`config.mk`:
```
export PLATFORM = sky130hd
export DESIGN_NAME = ex_stage_pipe
export DESIGN_NICKNAME = d
export VERILOG_FILES = /design/src/rtl/ex_pkg.sv /design/src/rtl/mul_iter.sv /design/src/rtl/ex_stage_pipe.sv
export SDC_FILE = /design/constraint.sdc
export NUM_CORES = 1
export LEC_CHECK = 0
export ABC_AREA = 1
export BUFFER_PORTS_ARGS = -buffer_cell sky130_fd_sc_hd__buf_2
export CORE_ASPECT_RATIO = 1.75
export CORE_MARGIN = 10
export CORE_UTILIZATION = 43
export CTS_CLUSTER_DIAMETER = 80
export CTS_CLUSTER_SIZE = 14
export DETAILED_ROUTE_END_ITERATION = 10
export SLEW_MARGIN = 20
export SYNTH_ARGS = -nofsm -noshare
export SYNTH_HDL_FRONTEND = slang
export SYNTH_SLANG_ARGS = --single-unit
```
`constraint.sdc`:
```
create_clock -name clk -period 4.3 [get_ports clk]
set_input_delay 0.86 -clock clk [delete_from_list [all_inputs] [get_ports clk]]
set_output_delay 0.86 -clock clk [all_outputs]
set_load 0.005 [all_outputs]
```
`src/rtl/ex_pkg.sv`:
```
// Shared types and encodings for the EX stage: ALU decode, forward select,
// FSM states and the registered control bundle.
package ex_pkg;

    localparam logic [1:0] ALUOP_ADD   = 2'b00;
    localparam logic [1:0] ALUOP_SUB   = 2'b01;
    localparam logic [1:0] ALUOP_RTYPE = 2'b10;

    localparam logic [5:0] FN_ADD  = 6'h20;
    localparam logic [5:0] FN_SUB  = 6'h22;
    localparam logic [5:0] FN_AND  = 6'h24;
    localparam logic [5:0] FN_OR   = 6'h25;
    localparam logic [5:0] FN_SLT  = 6'h2A;
    localparam logic [5:0] FN_MULT = 6'h18;

    typedef enum logic [2:0] {
        OP_ADD, OP_SUB, OP_AND, OP_OR, OP_SLT, OP_MULT, OP_NONE
    } alu_op_e;

    typedef enum logic [1:0] {FWD_RF, FWD_EXMEM, FWD_MEMWB} fwd_sel_e;

    typedef enum logic [1:0] {IDLE, MUL, DONE} state_e;

    typedef struct packed {
        logic [1:0] wb;
        logic       branch;
        logic       memread;
        logic       memwrite;
    } ctl_t;

    function automatic alu_op_e decode_alu(input logic [1:0] aluop, input logic [5:0] funct);
        alu_op_e op;
        op = OP_NONE;
        case (aluop)
            ALUOP_ADD:   op = OP_ADD;
            ALUOP_SUB:   op = OP_SUB;
            ALUOP_RTYPE: begin
                case (funct)
                    FN_ADD:  op = OP_ADD;
                    FN_SUB:  op = OP_SUB;
                    FN_AND:  op = OP_AND;
                    FN_OR:   op = OP_OR;
                    FN_SLT:  op = OP_SLT;
                    FN_MULT: op = OP_MULT;
                    default: op = OP_NONE;
                endcase
            end
            default:     op = OP_NONE;
        endcase
        return op;
    endfunction

endpackage

```
`src/rtl/mul_iter.sv`:
```
// Radix-2 shift-add multiplier, one partial product per cycle, DATA_W steps.
// Keeps only the low DATA_W bits of the unsigned product.
module mul_iter #(
    parameter int unsigned DATA_W = 32,
    localparam int unsigned CNT_W = $clog2(DATA_W + 1)
) (
    input  logic              clk,
    input  logic              rst_n,
    input  logic              start_i,
    input  logic              abort_i,
    input  logic [DATA_W-1:0] a_i,
    input  logic [DATA_W-1:0] b_i,
    output logic              done_o,
    output logic [DATA_W-1:0] product_o
);

    logic [DATA_W-1:0] mcand_q;
    logic [DATA_W-1:0] mplier_q;
    logic [DATA_W-1:0] acc_q;
    logic [CNT_W-1:0]  count_q;

    always_ff @(posedge clk or negedge rst_n) begin
        if (!rst_n) begin
            mcand_q  <= '0;
            mplier_q <= '0;
            acc_q    <= '0;
            count_q  <= '0;
        end else if (abort_i) begin
            count_q <= '0;
        end else if (start_i) begin
            mcand_q  <= a_i;
            mplier_q <= b_i;
            acc_q    <= '0;
            count_q  <= CNT_W'(DATA_W);
        end else if (count_q != '0) begin
            if (mplier_q[0]) begin
                acc_q <= acc_q + mcand_q;
            end
            mcand_q  <= mcand_q << 1;
            mplier_q <= mplier_q >> 1;
            count_q  <= count_q - 1'b1;
        end
    end

    // High during the cycle whose edge performs the final step.
    assign done_o    = (count_q == CNT_W'(1));
    assign product_o = acc_q;

endmodule

```
`src/rtl/ex_stage_pipe.sv`:
```
// MIPS execute stage with EX/MEM register: operand bypass, single-cycle ALU,
// iterative multiply with back-pressure, and stall/flush handling.
module ex_stage_pipe
    import ex_pkg::*;
#(
    parameter int unsigned DATA_W = 32,
    parameter int unsigned REG_AW = 5
) (
    input  logic              clk,
    input  logic              reset,
    input  logic              in_valid,
    output logic              in_ready,
    input  logic              flush,
    input  logic              mem_stall,
    input  logic [1:0]        wb_ctl,
    input  logic [2:0]        m_ctl,
    input  logic              regdst,
    input  logic              alusrc,
    input  logic [1:0]        aluop,
    input  logic [5:0]        funct,
    input  logic [DATA_W-1:0] npcout,
    input  logic [DATA_W-1:0] rdata1,
    input  logic [DATA_W-1:0] rdata2,
    input  logic [DATA_W-1:0] s_extendout,
    input  logic [REG_AW-1:0] instr_rs,
    input  logic [REG_AW-1:0] instrout_2016,
    input  logic [REG_AW-1:0] instrout_1511,
    input  logic              memwb_regwrite,
    input  logic [REG_AW-1:0] memwb_rd,
    input  logic [DATA_W-1:0] memwb_data,
    output logic              out_valid,
    output logic [1:0]        wb_ctlout,
    output logic              branch,
    output logic              memread,
    output logic              memwrite,
    output logic              zero,
    output logic [DATA_W-1:0] EX_MEM_NPC,
    output logic [DATA_W-1:0] alu_result,
    output logic [DATA_W-1:0] rdata2out,
    output logic [REG_AW-1:0] five_bit_muxout,
    output logic              ex_busy
);

    state_e            state_q, state_d;
    logic              valid_q, valid_d;
    ctl_t              ctl_q, ctl_d;
    logic              zero_q, zero_d;
    logic [DATA_W-1:0] npc_q, npc_d;
    logic [DATA_W-1:0] alu_q, alu_d;
    logic [DATA_W-1:0] rd2_q, rd2_d;
    logic [REG_AW-1:0] dst_q, dst_d;

    ctl_t              pend_ctl_q;
    logic [DATA_W-1:0] pend_npc_q;
    logic [DATA_W-1:0] pend_rd2_q;
    logic [REG_AW-1:0] pend_dst_q;

    fwd_sel_e          fwd_a, fwd_b;
    logic              exm_ok, mwb_ok;
    logic [DATA_W-1:0] opa, opb_fwd, opb, alu_res, tgt_in;
    logic [REG_AW-1:0] dst_in;
    ctl_t              ctl_in;
    alu_op_e           op;
    logic              is_mult, accept, mul_start, mul_abort, mul_done;
    logic [DATA_W-1:0] mul_product;

    always_comb begin
        exm_ok = valid_q && ctl_q.wb[1] && (dst_q != '0);
        mwb_ok = memwb_regwrite && (memwb_rd != '0);
        fwd_a  = FWD_RF;
        fwd_b  = FWD_RF;
        if (exm_ok && dst_q == instr_rs)            fwd_a = FWD_EXMEM;
        else if (mwb_ok && memwb_rd == instr_rs)    fwd_a = FWD_MEMWB;
        if (exm_ok && dst_q == instrout_2016)       fwd_b = FWD_EXMEM;
        else if (mwb_ok && memwb_rd == instrout_2016) fwd_b = FWD_MEMWB;
    end

    always_comb begin
        case (fwd_a)
            FWD_EXMEM: opa = alu_q;
            FWD_MEMWB: opa = memwb_data;
            default:   opa = rdata1;
        endcase
        case (fwd_b)
            FWD_EXMEM: opb_fwd = alu_q;
            FWD_MEMWB: opb_fwd = memwb_data;
            default:   opb_fwd = rdata2;
        endcase
    end

    assign opb     = alusrc ? s_extendout : opb_fwd;
    assign op      = decode_alu(aluop, funct);
    assign is_mult = (op == OP_MULT);
    assign ctl_in  = ctl_t'({wb_ctl, m_ctl});
    assign dst_in  = regdst ? instrout_1511 : instrout_2016;
    assign tgt_in  = npcout + (s_extendout << 2);

    always_comb begin
        case (op)
            OP_ADD:  alu_res = opa + opb;
            OP_SUB:  alu_res = opa - opb;
            OP_AND:  alu_res = opa & opb;
            OP_OR:   alu_res = opa | opb;
            OP_SLT:  alu_res = {{(DATA_W-1){1'b0}}, ($signed(opa) < $signed(opb))};
            default: alu_res = '0;
        endcase
    end

    assign in_ready  = (state_q == IDLE) && !mem_stall && !flush;
    assign accept    = in_valid && in_ready;
    assign mul_start = accept && is_mult;
    assign mul_abort = flush && (state_q != IDLE);
    assign ex_busy   = (state_q != IDLE);

    mul_iter #(.DATA_W(DATA_W)) u_mul (
        .clk      (clk),
        .rst_n    (reset),
        .start_i  (mul_start),
        .abort_i  (mul_abort),
        .a_i      (opa),
        .b_i      (opb),
        .done_o   (mul_done),
        .product_o(mul_product)
    );

    always_ff @(posedge clk or negedge reset) begin
        if (!reset) state_q <= IDLE;
        else        state_q <= state_d;
    end

    always_comb begin
        state_d = state_q;
        case (state_q)
            IDLE: if (mul_start) state_d = MUL;
            MUL:  if (flush) state_d = IDLE;
                  else if (mul_done) state_d = DONE;
            DONE: if (flush || !mem_stall) state_d = IDLE;
            default: state_d = IDLE;
        endcase
    end

    // Flush has priority over a finished product, so a killed multiply yields a bubble.
    always_comb begin
        valid_d = valid_q;
        ctl_d   = ctl_q;
        zero_d  = zero_q;
        npc_d   = npc_q;
        alu_d   = alu_q;
        rd2_d   = rd2_q;
        dst_d   = dst_q;
        if (!mem_stall) begin
            if (accept && !is_mult) begin
                valid_d = 1'b1;
                ctl_d   = ctl_in;
                zero_d  = (alu_res == '0);
                npc_d   = tgt_in;
                alu_d   = alu_res;
                rd2_d   = opb_fwd;
                dst_d   = dst_in;
            end else if (state_q == DONE && !flush) begin
                valid_d = 1'b1;
                ctl_d   = pend_ctl_q;
                zero_d  = (mul_product == '0);
                npc_d   = pend_npc_q;
                alu_d   = mul_product;
                rd2_d   = pend_rd2_q;
                dst_d   = pend_dst_q;
            end else begin
                valid_d = 1'b0;
                ctl_d   = '0;
                zero_d  = 1'b0;
                npc_d   = '0;
                alu_d   = '0;
                rd2_d   = '0;
                dst_d   = '0;
            end
        end
    end

    always_ff @(posedge clk or negedge reset) begin
        if (!reset) begin
            valid_q <= 1'b0;
            ctl_q   <= '0;
            zero_q  <= 1'b0;
            npc_q   <= '0;
            alu_q   <= '0;
            rd2_q   <= '0;
            dst_q   <= '0;
        end else begin
            valid_q <= valid_d;
            ctl_q   <= ctl_d;
            zero_q  <= zero_d;
            npc_q   <= npc_d;
            alu_q   <= alu_d;
            rd2_q   <= rd2_d;
            dst_q   <= dst_d;
        end
    end

    always_ff @(posedge clk or negedge reset) begin
        if (!reset) begin
            pend_ctl_q <= '0;
            pend_npc_q <= '0;
            pend_rd2_q <= '0;
            pend_dst_q <= '0;
        end else if (mul_start) begin
            pend_ctl_q <= ctl_in;
            pend_npc_q <= tgt_in;
            pend_rd2_q <= opb_fwd;
            pend_dst_q <= dst_in;
        end
    end

    assign out_valid       = valid_q;
    assign wb_ctlout       = ctl_q.wb;
    assign branch          = ctl_q.branch;
    assign memread         = ctl_q.memread;
    assign memwrite        = ctl_q.memwrite;
    assign zero            = zero_q;
    assign EX_MEM_NPC      = npc_q;
    assign alu_result      = alu_q;
    assign rdata2out       = rd2_q;
    assign five_bit_muxout = dst_q;

endmodule

```
==> After elaboration in Yosys (flattened, before gate mapping) <==
Cells that the tools add are included.
{ "classes": {"addsub": 5, "n_mul": 0, "div": 0, "n_lt_le_gt_ge": 1, "eq_ne": 27, "n_shift": 0, "muxes": 40, "bitwise_logic": 3, "reduce_logical": 33} }
{ "ops": {"columns": ["operator", "n"], "rows": [
  ["32-bit two-way mux", 14],
  ["32-bit one-hot mux with 5 select lines", 1],
  ["32-bit one-hot mux with 2 select lines", 2],
  ["32-bit adder", 3],
  ["32-bit zero test", 2],
  ["32-bit bitwise AND", 1],
  ["32-bit < comparator", 1],
  ["32-bit bitwise OR", 1],
  ["32-bit subtractor", 1],
  ["6-bit equality test, second input constant", 5],
  ["5-bit two-way mux", 5],
  ["5-bit equality test", 4],
  ["6-bit two-way mux", 3],
  ["3-bit one-hot mux with 6 select lines", 1],
  ["2-bit two-way mux", 8],
  ["1-bit logical AND", 14],
  ["5-bit nonzero test", 2],
  ["3-bit one-hot mux with 3 select lines", 1],
  ["2-bit by 1-bit equality test with 1-bit output, second input constant", 4],
  ["2-bit equality test, second input constant", 4],
  ["3-bit by 2-bit equality test with 1-bit output, second input constant", 2],
  ["3-bit equality test, second input constant", 2],
  ["6-bit by 1-bit equality test with 1-bit output, second input constant", 1],
  ["6-bit by 5-bit equality test with 1-bit output, second input constant", 1],
  ["16 further kinds", 26]
]} }
{ "totals": {"ff_bits": 286, "latch_bits": 0, "mem_bits_rw": 0, "rom_bits": 0, "in_bits": 201, "output_inout_bits": 110, "word_cells": 131, "mem_count": 0} }

==> Logic depth before layout (Yosys ltp) <==
Gate-level depths: netlist of run 1.
{ "logic_depth": {"ltp_word": 12, "depth_mapped": 33, "ltp_nobuf": 31} }

==> By module <==
Synthesis of run 1 repeated with hierarchy kept, for this count alone.
{ "unflattened": {"cells_unflattened": 3980, "area_unflattened_um2": 25505.7} }
{ "modules_own_cells": {"columns": ["mod", "n_inst", "cells_each", "area_each_um2", "seq_area_each_um2"], "rows": [
  ["ex_stage_pipe", 1, 2966, 18437.7, 4604.4],
  ["mul_iter", 1, 1014, 7068.0, 2552.4]
]} }

==> Least setup slack after synthesis of run 1 <==
OpenSTA, ideal clock, no wires.
{ "synth_timing": {"kind": "input-to-reg", "start": "input memwb_rd[3]", "end": "register zero_q (netlist: zero)", "setup_ns": 0.077, "arrival_ns": 4.029, "required_ns": 4.223, "path_slack_ns": 0.194, "cell_stages": 25, "n_path_buf": 1, "cell_sequence": "xor2_1 > or2_2 > nor4_1 > or2_2 > clkbuf_1 > nor2_1 > a221oi_1 > ha_1 > inv_1 > fa_1 > inv_1 > nand3_1 > nand3_1 > nand2_1 > nand2_1 > nand3_1 > nand3_1 > nand2_1 > nand3_1 > nand3_1 > nor2_1 > nand2_1 > nor2_1 > nand4_1 > a21oi_1"} }
{ "synth_via": {"elab_chain_cells": 12, "elab_cells_between_ends": 25, "cone_classes": "add/sub: 2; order compare: 1; eq/ne: 6; mux: 9; bitwise: 2; reduce/logical: 5"} }
{ "synth_lines": {"columns": ["item", "line", "text"], "rows": [
  ["start, declared", "ex_stage_pipe.sv:29", "input logic [REG_AW-1:0] memwb_rd,"],
  ["5-bit nonzero test", "ex_stage_pipe.sv:69", "mwb_ok = memwb_regwrite && (memwb_rd != '0);"],
  ["1-bit logical AND", "ex_stage_pipe.sv:69", null],
  ["1-bit logical AND", "ex_stage_pipe.sv:75", "else if (mwb_ok && memwb_rd == instrout_2016) fwd_b = FWD_MEMWB;"],
  ["2-bit two-way mux", "ex_stage_pipe.sv:75", null],
  ["2-bit two-way mux", "ex_stage_pipe.sv:74", "if (exm_ok && dst_q == instrout_2016) fwd_b = FWD_EXMEM;"],
  ["2-bit equality test or 2-bit by 1-bit equality test with 1-bit output (tied branches)", "ex_stage_pipe.sv:84", "case (fwd_b)"],
  ["32-bit one-hot mux with 2 select lines", "ex_stage_pipe.sv:84", null],
  ["32-bit two-way mux", "ex_stage_pipe.sv:91", "assign opb = alusrc ? s_extendout : opb_fwd;"],
  ["32-bit subtractor, or another cell as far along", "ex_stage_pipe.sv:101", "OP_SUB: alu_res = opa - opb;"],
  ["32-bit one-hot mux with 5 select lines *", "ex_stage_pipe.sv:99", "case (op)"],
  ["32-bit zero test *", "ex_stage_pipe.sv:155", "zero_d = (alu_res == '0);"],
  ["1-bit two-way mux *", "ex_stage_pipe.sv:152", "if (accept && !is_mult) begin"],
  ["end signal, assigned", "ex_stage_pipe.sv:192", "zero_q <= zero_d;"],
  ["end, declared", "ex_stage_pipe.sv:47", "logic zero_q, zero_d;"]
]} }
Mark *: on every way between the ends. The rest lies on a longest branch, timed or not.
A chain may end at the register's enable or synchronous reset.

==> Worst setup path after layout of run 1 <==
{ "layout_timing": {"start": "register dst_q[1] (netlist: five_bit_muxout[1])", "end": "register alu_q[24] (netlist: alu_result[24])"} }
{ "layout_via": {"elab_chain_cells": 10, "elab_cells_between_ends": 21, "cone_classes": "add/sub: 2; eq/ne: 6; mux: 7; bitwise: 2; reduce/logical: 4"} }
{ "layout_lines": {"columns": ["item", "line", "text"], "rows": [
  ["start, declared", "ex_stage_pipe.sv:51", "logic [REG_AW-1:0] dst_q, dst_d;"],
  ["start signal, assigned", "ex_stage_pipe.sv:196", "dst_q <= dst_d;"],
  ["5-bit nonzero test", "ex_stage_pipe.sv:68", "exm_ok = valid_q && ctl_q.wb[1] && (dst_q != '0);"],
  ["1-bit logical AND", "ex_stage_pipe.sv:68", null],
  ["1-bit logical AND", "ex_stage_pipe.sv:74", null],
  ["2-bit two-way mux", "ex_stage_pipe.sv:74", null],
  ["2-bit equality test or 2-bit by 1-bit equality test with 1-bit output (tied branches)", "ex_stage_pipe.sv:84", null],
  ["32-bit one-hot mux with 2 select lines", "ex_stage_pipe.sv:84", null],
  ["32-bit two-way mux", "ex_stage_pipe.sv:91", null],
  ["32-bit subtractor, or another cell as far along", "ex_stage_pipe.sv:101", null],
  ["32-bit one-hot mux with 5 select lines *", "ex_stage_pipe.sv:99", null],
  ["32-bit two-way mux *", "ex_stage_pipe.sv:152", null],
  ["end signal, assigned", "ex_stage_pipe.sv:194", "alu_q <= alu_d;"],
  ["end, declared", "ex_stage_pipe.sv:49", "logic [DATA_W-1:0] alu_q, alu_d;"]
]} }
Marked as above.

==> out/qor.yml, run 1 <==
global_routing:
  grt_overflow: 0
  grt_max_degree: 140
  grt_pass1_wl_mm: 190
  grt_usage: 0.387
  antenna_found_initial: 15
  grt_pass1_vias: 29873
timing:
  drv_slew: 0
  max_freq_mhz: 218
  tightest_slew_ns: 0.853
  fin_crit_sh: 1.07
  slew_headroom: 0.425
  grt_setup_unrepaired: "yes"
  skew_ns: 0.0467
  setup_viol: 21
  timing.final.ws_setup_ns: -0.283
  holdWs_ns: 0.283
  period_needed_ns: 4.58
  hold_viol: 0
synthesis:
  synthTopCellsByArea: "dfrtp_1 (30%), nand2_1 (15%), ha_1 (8.4%)"
  synth.distinct_cells: 55
  syn_area_sq_mm: 0.0241
  avgSynthCellArea_sq_um: 6.59
  postSynth.asyncResetShare: 1.00
  synth-edff-count: 0
  synth_cells: 3660
  synthesis.nets: 4027
  synth_top_area_frac: 0.297
  netlist.top_cell.by_area: "dfrtp_1"
  synth_ff_type: "dfrtp_1"
  ys_ff_latch: 286
  ys_warn_count: 0
  synthMostInstantiatedCell: "nand2_1"
  synth_common_cells: "nand2_1 (947), inv_1 (507), nor2_1 (347), dfrtp_1 (286), a21oi_1 (273)"
  yosysSeqAreaShare: 0.297
power:
  ir_worst_vdd_mv: 0.485
  cellPowerDensity_mw_per_mm2: 377
  p_leak_nw: 18.2
cts:
  path_clk_slew_ns: 0.07
  htree_num_levels: 1
  cts.path.max_buffers: 3
  clk_latency_ns: 0.61
  cts_tree: "yes"
  ctsHoldBuffers: 0
  cts_root_buf: "clkbuf_16"
  clock_sinks: 286
  numCtsBuffers: 25
setup_path:
  max_stage_delay_ns: 0.43
  cp-start-kind: "register"
  path_delay_family: "simple AND/OR/NAND/NOR gates"
  cp-end-kind: "register"
  crit_required_ns: 4.75
  timing.rr.end: "alu_result[24]$_DFFE_PN0N_"
  cp.arrival_ns: 5.03
  worstPathMaxFanout: 6
  crit_cells: 30
  reg2reg_depth: 30
  r2r_start: "five_bit_muxout[1]$_DFFE_PN0N_"
  critical_path_class: "reg -> reg"
  cp.buffers_inverters: 10
  startpoint: "five_bit_muxout[1]$_DFFE_PN0N_"
  crit_end: "alu_result[24]$_DFFE_PN0N_"
  r2r_slack_ns: -0.28
  slowest_stage: "dfrtp_2"
floorplan:
  rows: 114
  die_y_um: 333
  coreArea_sq_mm: 0.0553
  die_w_um: 199
  initial_core_util: 0.436
  die_area_sq_mm: 0.0663
  io_pins: 311
place:
  placedInstanceArea_sq_mm: 0.0306
  io_buffers: 310
  dp_hpwl_mm: 107
  gp_congestion: 1.09
cells_and_area:
  drive_gt1_frac: 0.343
  fin_area_sq_mm: 0.0349
  fin_nets: 4907
  syn2layout_area_growth_pct: 45.0
routing:
  drt_iter0_markers: 2383
  wl_per_cell_um: 25.1
  viasPerCell: 5.67
  wl_mm: 132
  num_vias: 29776
  ant_nets: 0
  first_pass_iters: 6
  route.detailed.drc: 0
worst_hold_path:
  hp-class: "in -> async"
status:
  status: "finished with violations"
  violations: "setup timing"
run:
  maxCapViolations: 0
==> flip-flops by register name, summed over array words and instances, names as in the netlist, 6 cells and up <==
signal / flops
EX_MEM_NPC: 32
alu_result: 32
pend_npc_q: 32
pend_rd2_q: 32
rdata2out: 32
u_mul.count_q: 6
u_mul.mcand_q: 32
u_mul.mplier_q: 32
u_mul.product_o: 32
==> stage by stage <==
step / total power, mW / cells / worst slack, ns / setup TNS [ns] / utilization
6_report: 13.2 / 5250 / -0.283 / -2.59 / 0.631
3_3_place_gp: 10.1 / 5099 / -1.90 / -32.14 / 0.552
2_1_floorplan: 7.38 / 3660 / 0.194 / 0 / -
5_1_grt: 13.9 / 5242 / -0.408 / -6.28 / 0.631
3_5_place_dp: 10.1 / 5099 / -1.93 / -33.38 / 0.552
4_1_cts: 12.9 / 5223 / -0.0793 / -0.234 / 0.614
==> timing repair <==
item                       4_1_cts  5_1_grt
setup buffers                   94       22
resized for setup              505      223
setup endpoints to repair       32       30
gates cloned                     3        0
pin swaps                      134       78
==> cells by family (layout without fill, tap and decap cells) <==
kind of cell	count (synthesis)	count (layout)	share of synthesized area
DFF	286	286	0.297
adders and majority gates	166	166	0.0874
buffers and inverters	690	1573	0.112
AOI/OAI and AO/OA	799	799	0.191
other	0	11	0
xor gates and xnor gates	85	85	0.0309
muxes	2	2	0.000934
and+or+nand+nor	1632	1632	0.281
==> per-layer routing <==
layer,GRT usage,part of all wire,vias to the layer above
li1,-,-,13738
met1,0.413,0.35,14057
met2,0.638,0.47,1481
met3,0.0713,0.073,490
met4,0.352,0.11,10
met5,0,0.00058,-
==> power breakdown <==
group	switching, mW	leakage, nW	internal (mW)
clock network	1.10	0.347	1.16
registers	0.492	3.72	3.32
logic	4.30	14.1	2.81
total	5.89	18.2	7.28
==> worst min-delay path by stage <==
stage / from / endpoint
floorplan: pend_ctl_q[0]$_DFFE_PN0P_ / pend_ctl_q[0]$_DFFE_PN0P_
global placement: rdata2out[20]$_DFFE_PN0N_ / rdata2out[20]$_DFFE_PN0N_
detailed placement: rdata2out[18]$_DFFE_PN0N_ / rdata2out[18]$_DFFE_PN0N_
CTS: reset / state_q[0]$_DFFE_PN0P_
global route: reset / u_mul.count_q[2]$_DFFE_PN0P_
finish: reset / pend_ctl_q[3]$_DFFE_PN0P_
==> area by class of cell <==
class	instances	area, sq um
clock buffer	25	626
tap	696	871
sequential	286	7160
clock inverter	5	87.6
inverter	519	1970
timing repair buffer	1024	7500
antenna	11	27.5
fill	5201	20400
multi-input combinational	2684	16700
==> placed cells by master (no fill, tap or decap), types with 42 or more instances in the layout <==
master and instances:
nand2_1 832, buf_4 621, inv_1 469, buf_2 308, dfrtp_1 285, nor2_1 272
a21oi_1 225, o21ai_0 186, ha_1 123, nand3_1 118, nand2_2 101, nand4_1 89
buf_6 70, xor2_1 53, a31oi_1 51, o21ai_1 43, nor2_4 43, inv_2 42
(Power assumes the default switching activity.)
==> run 2: changes to the inputs <==
--- a/config.mk
+++ b/config.mk
@@ -7,7 +7,6 @@
 export LEC_CHECK = 0
 export ABC_AREA = 1
 export BUFFER_PORTS_ARGS = -buffer_cell sky130_fd_sc_hd__buf_2
-export CORE_ASPECT_RATIO = 1.75
 export CORE_MARGIN = 10
 export CORE_UTILIZATION = 43
 export CTS_CLUSTER_DIAMETER = 80
==> out/qor.yml, run 2 (same netlist as run 1, synthesis figures left out) <==
status:
  status: "finished with violations"
  violations: "setup timing"
cells_and_area:
  mostFrequentLayoutCells: "nand2_1 (768), buf_4 (587), inv_1 (456), buf_2 (308), dfrtp_1 (285)"
  fin_nets: 4884
  syn2layout_area_growth_pct: 48.3
  layout_commonest_cell: "nand2_1"
  instances_no_fill: 5287
  drive_gt1_frac: 0.369
setup_path:
  cp-start-kind: "register"
  reg2reg_depth: 31
  worstPathMaxFanout: 7
  cp-end-kind: "register"
  critical_path_class: "reg -> reg"
  max_stage_delay_ns: 0.44
  startpoint: "five_bit_muxout[1]$_DFFE_PN0N_"
  r2r_start: "five_bit_muxout[1]$_DFFE_PN0N_"
  crit_top_cell: "buf_6"
  crit_required_ns: 4.85
  cp.arrival_ns: 5.07
  slowest_stage: "dfrtp_2"
place:
  io_buffers: 310
  dp_hpwl_mm: 102
  gp_congestion: 1.07
  dpl.cell_count: 5137
routing:
  num_vias: 29552
  wl_mm: 128
  route.detailed.drc: 0
  first_pass_iters: 8
  viasPerCell: 5.59
  drt_iter0_markers: 2991
  wl_per_cell_um: 24.1
  ant_nets: 0
timing:
  grt_setup_unrepaired: "yes"
  hold_viol: 0
  skew_ns: 0.0183
  fin_crit_sh: 1.05
  drv_slew: 0
  tightest_slew_ns: 0.888
  timing.final.ws_setup_ns: -0.218
  setup_viol: 20
  period_needed_ns: 4.52
  tns_ns: -2.14
  slew_headroom: 0.408
  max_freq_mhz: 221
floorplan:
  initial_core_util: 0.436
  io_pins: 311
  rows: 86
  die_w_um: 257
  die_y_um: 257
  coreArea_sq_mm: 0.0553
  die_area_sq_mm: 0.0659
cts:
  htree_num_levels: 1
  clk_latency_ns: 0.62
  cts_root_buf: "clkbuf_16"
  ctsHoldBuffers: 0
  cts_tree: "yes"
  clock_sinks: 286
  cts.path.max_buffers: 3
  path_clk_slew_ns: 0.07
  numCtsBuffers: 30
power:
  ir_worst_vdd_mv: 0.441
  p_leak_nw: 18.3
  cellPowerDensity_mw_per_mm2: 374
global_routing:
  grt_pass1_vias: 27867
  antenna_found_initial: 7
  grt_pass1_wl_mm: 182
  grt_usage: 0.366
  grt_max_degree: 86
  grt_overflow: 0
run:
  maxCapViolations: 0
worst_hold_path:
  hp-class: "in -> async"
[run 2: final timing paths]
check                      slack (ns)                    endpoint
min in group clk                 0.46   pend_ctl_q[3]$_DFFE_PN0P_
min reg2reg                      0.47    rdata2out[1]$_DFFE_PN0N_
max reg2reg                     -0.22  alu_result[16]$_DFFE_PN0N_
min                              0.17   rdata2out[31]$_DFFE_PN0N_
max                             -0.22  alu_result[16]$_DFFE_PN0N_
max in group asynchronous        3.22  pend_npc_q[22]$_DFFE_PN0P_
[run 2: final cells by class]
type	count	area (sq um)
Multi-Input combinational cell	2684	17500
Inverter	519	1970
Fill cell	5134	19600
Clock buffer	35	790
Timing Repair Buffer	996	7280
Tap cell	748	936
Clock inverter	12	128
Sequential cell	286	7160
Antenna cell	7	17.5
[run 2: timing repair]
| action | in CTS | in global routing |
|---|---|---|
| setup buffers | 61 | 47 |
| resized for setup | 493 | 430 |
| setup endpoints to repair | 33 | 32 |
| pin swaps | 143 | 172 |
| gates cloned | 1 | 0 |
[run 2: per-layer routing]
layer / wire length [um] / global-route usage / vias up / part of all wire
met4: 7530 / 0.184 / 2 / 0.059
met3: 11200 / 0.0699 / 280 / 0.088
met5: 13 / 0 / - / 0.00010
met2: 57000 / 0.572 / 1382 / 0.45
li1: - / - / 13717 / -
met1: 51900 / 0.477 / 14171 / 0.41
[run 2: per-stage QoR]
step | util | total power, mW | instance area [sq um] | worst slack [ns] | hold WS (ns)
4_1_cts | 0.613 | 12.9 | 33900 | -0.0958 | 0.208
2_1_floorplan | - | 7.38 | 24100 | 0.194 | 0.449
3_3_place_gp | 0.552 | 9.75 | 30500 | -1.56 | 0.457
3_5_place_dp | 0.552 | 9.81 | 30500 | -1.59 | 0.460
6_report | 0.647 | 13.4 | 35800 | -0.218 | 0.171
5_1_grt | 0.646 | 14.2 | 35800 | -0.376 | 0.218
[run 2: critical path: cells and delay by family (launching register included)]
kind	cells	cell delay (ns)
AOI/OAI and AO/OA	6	0.80
DFF	1	0.44
buffers and inverters	10	1.35
adders and majority gates	1	0.31
and+or+nand+nor	14	1.49
[run 2: report_power, final]
group          switching, mW  leakage (nW)  internal (mW)
Sequential             0.465          3.72           3.32
Clock                   1.26         0.446           1.33
Combinational           4.21          14.2           2.81
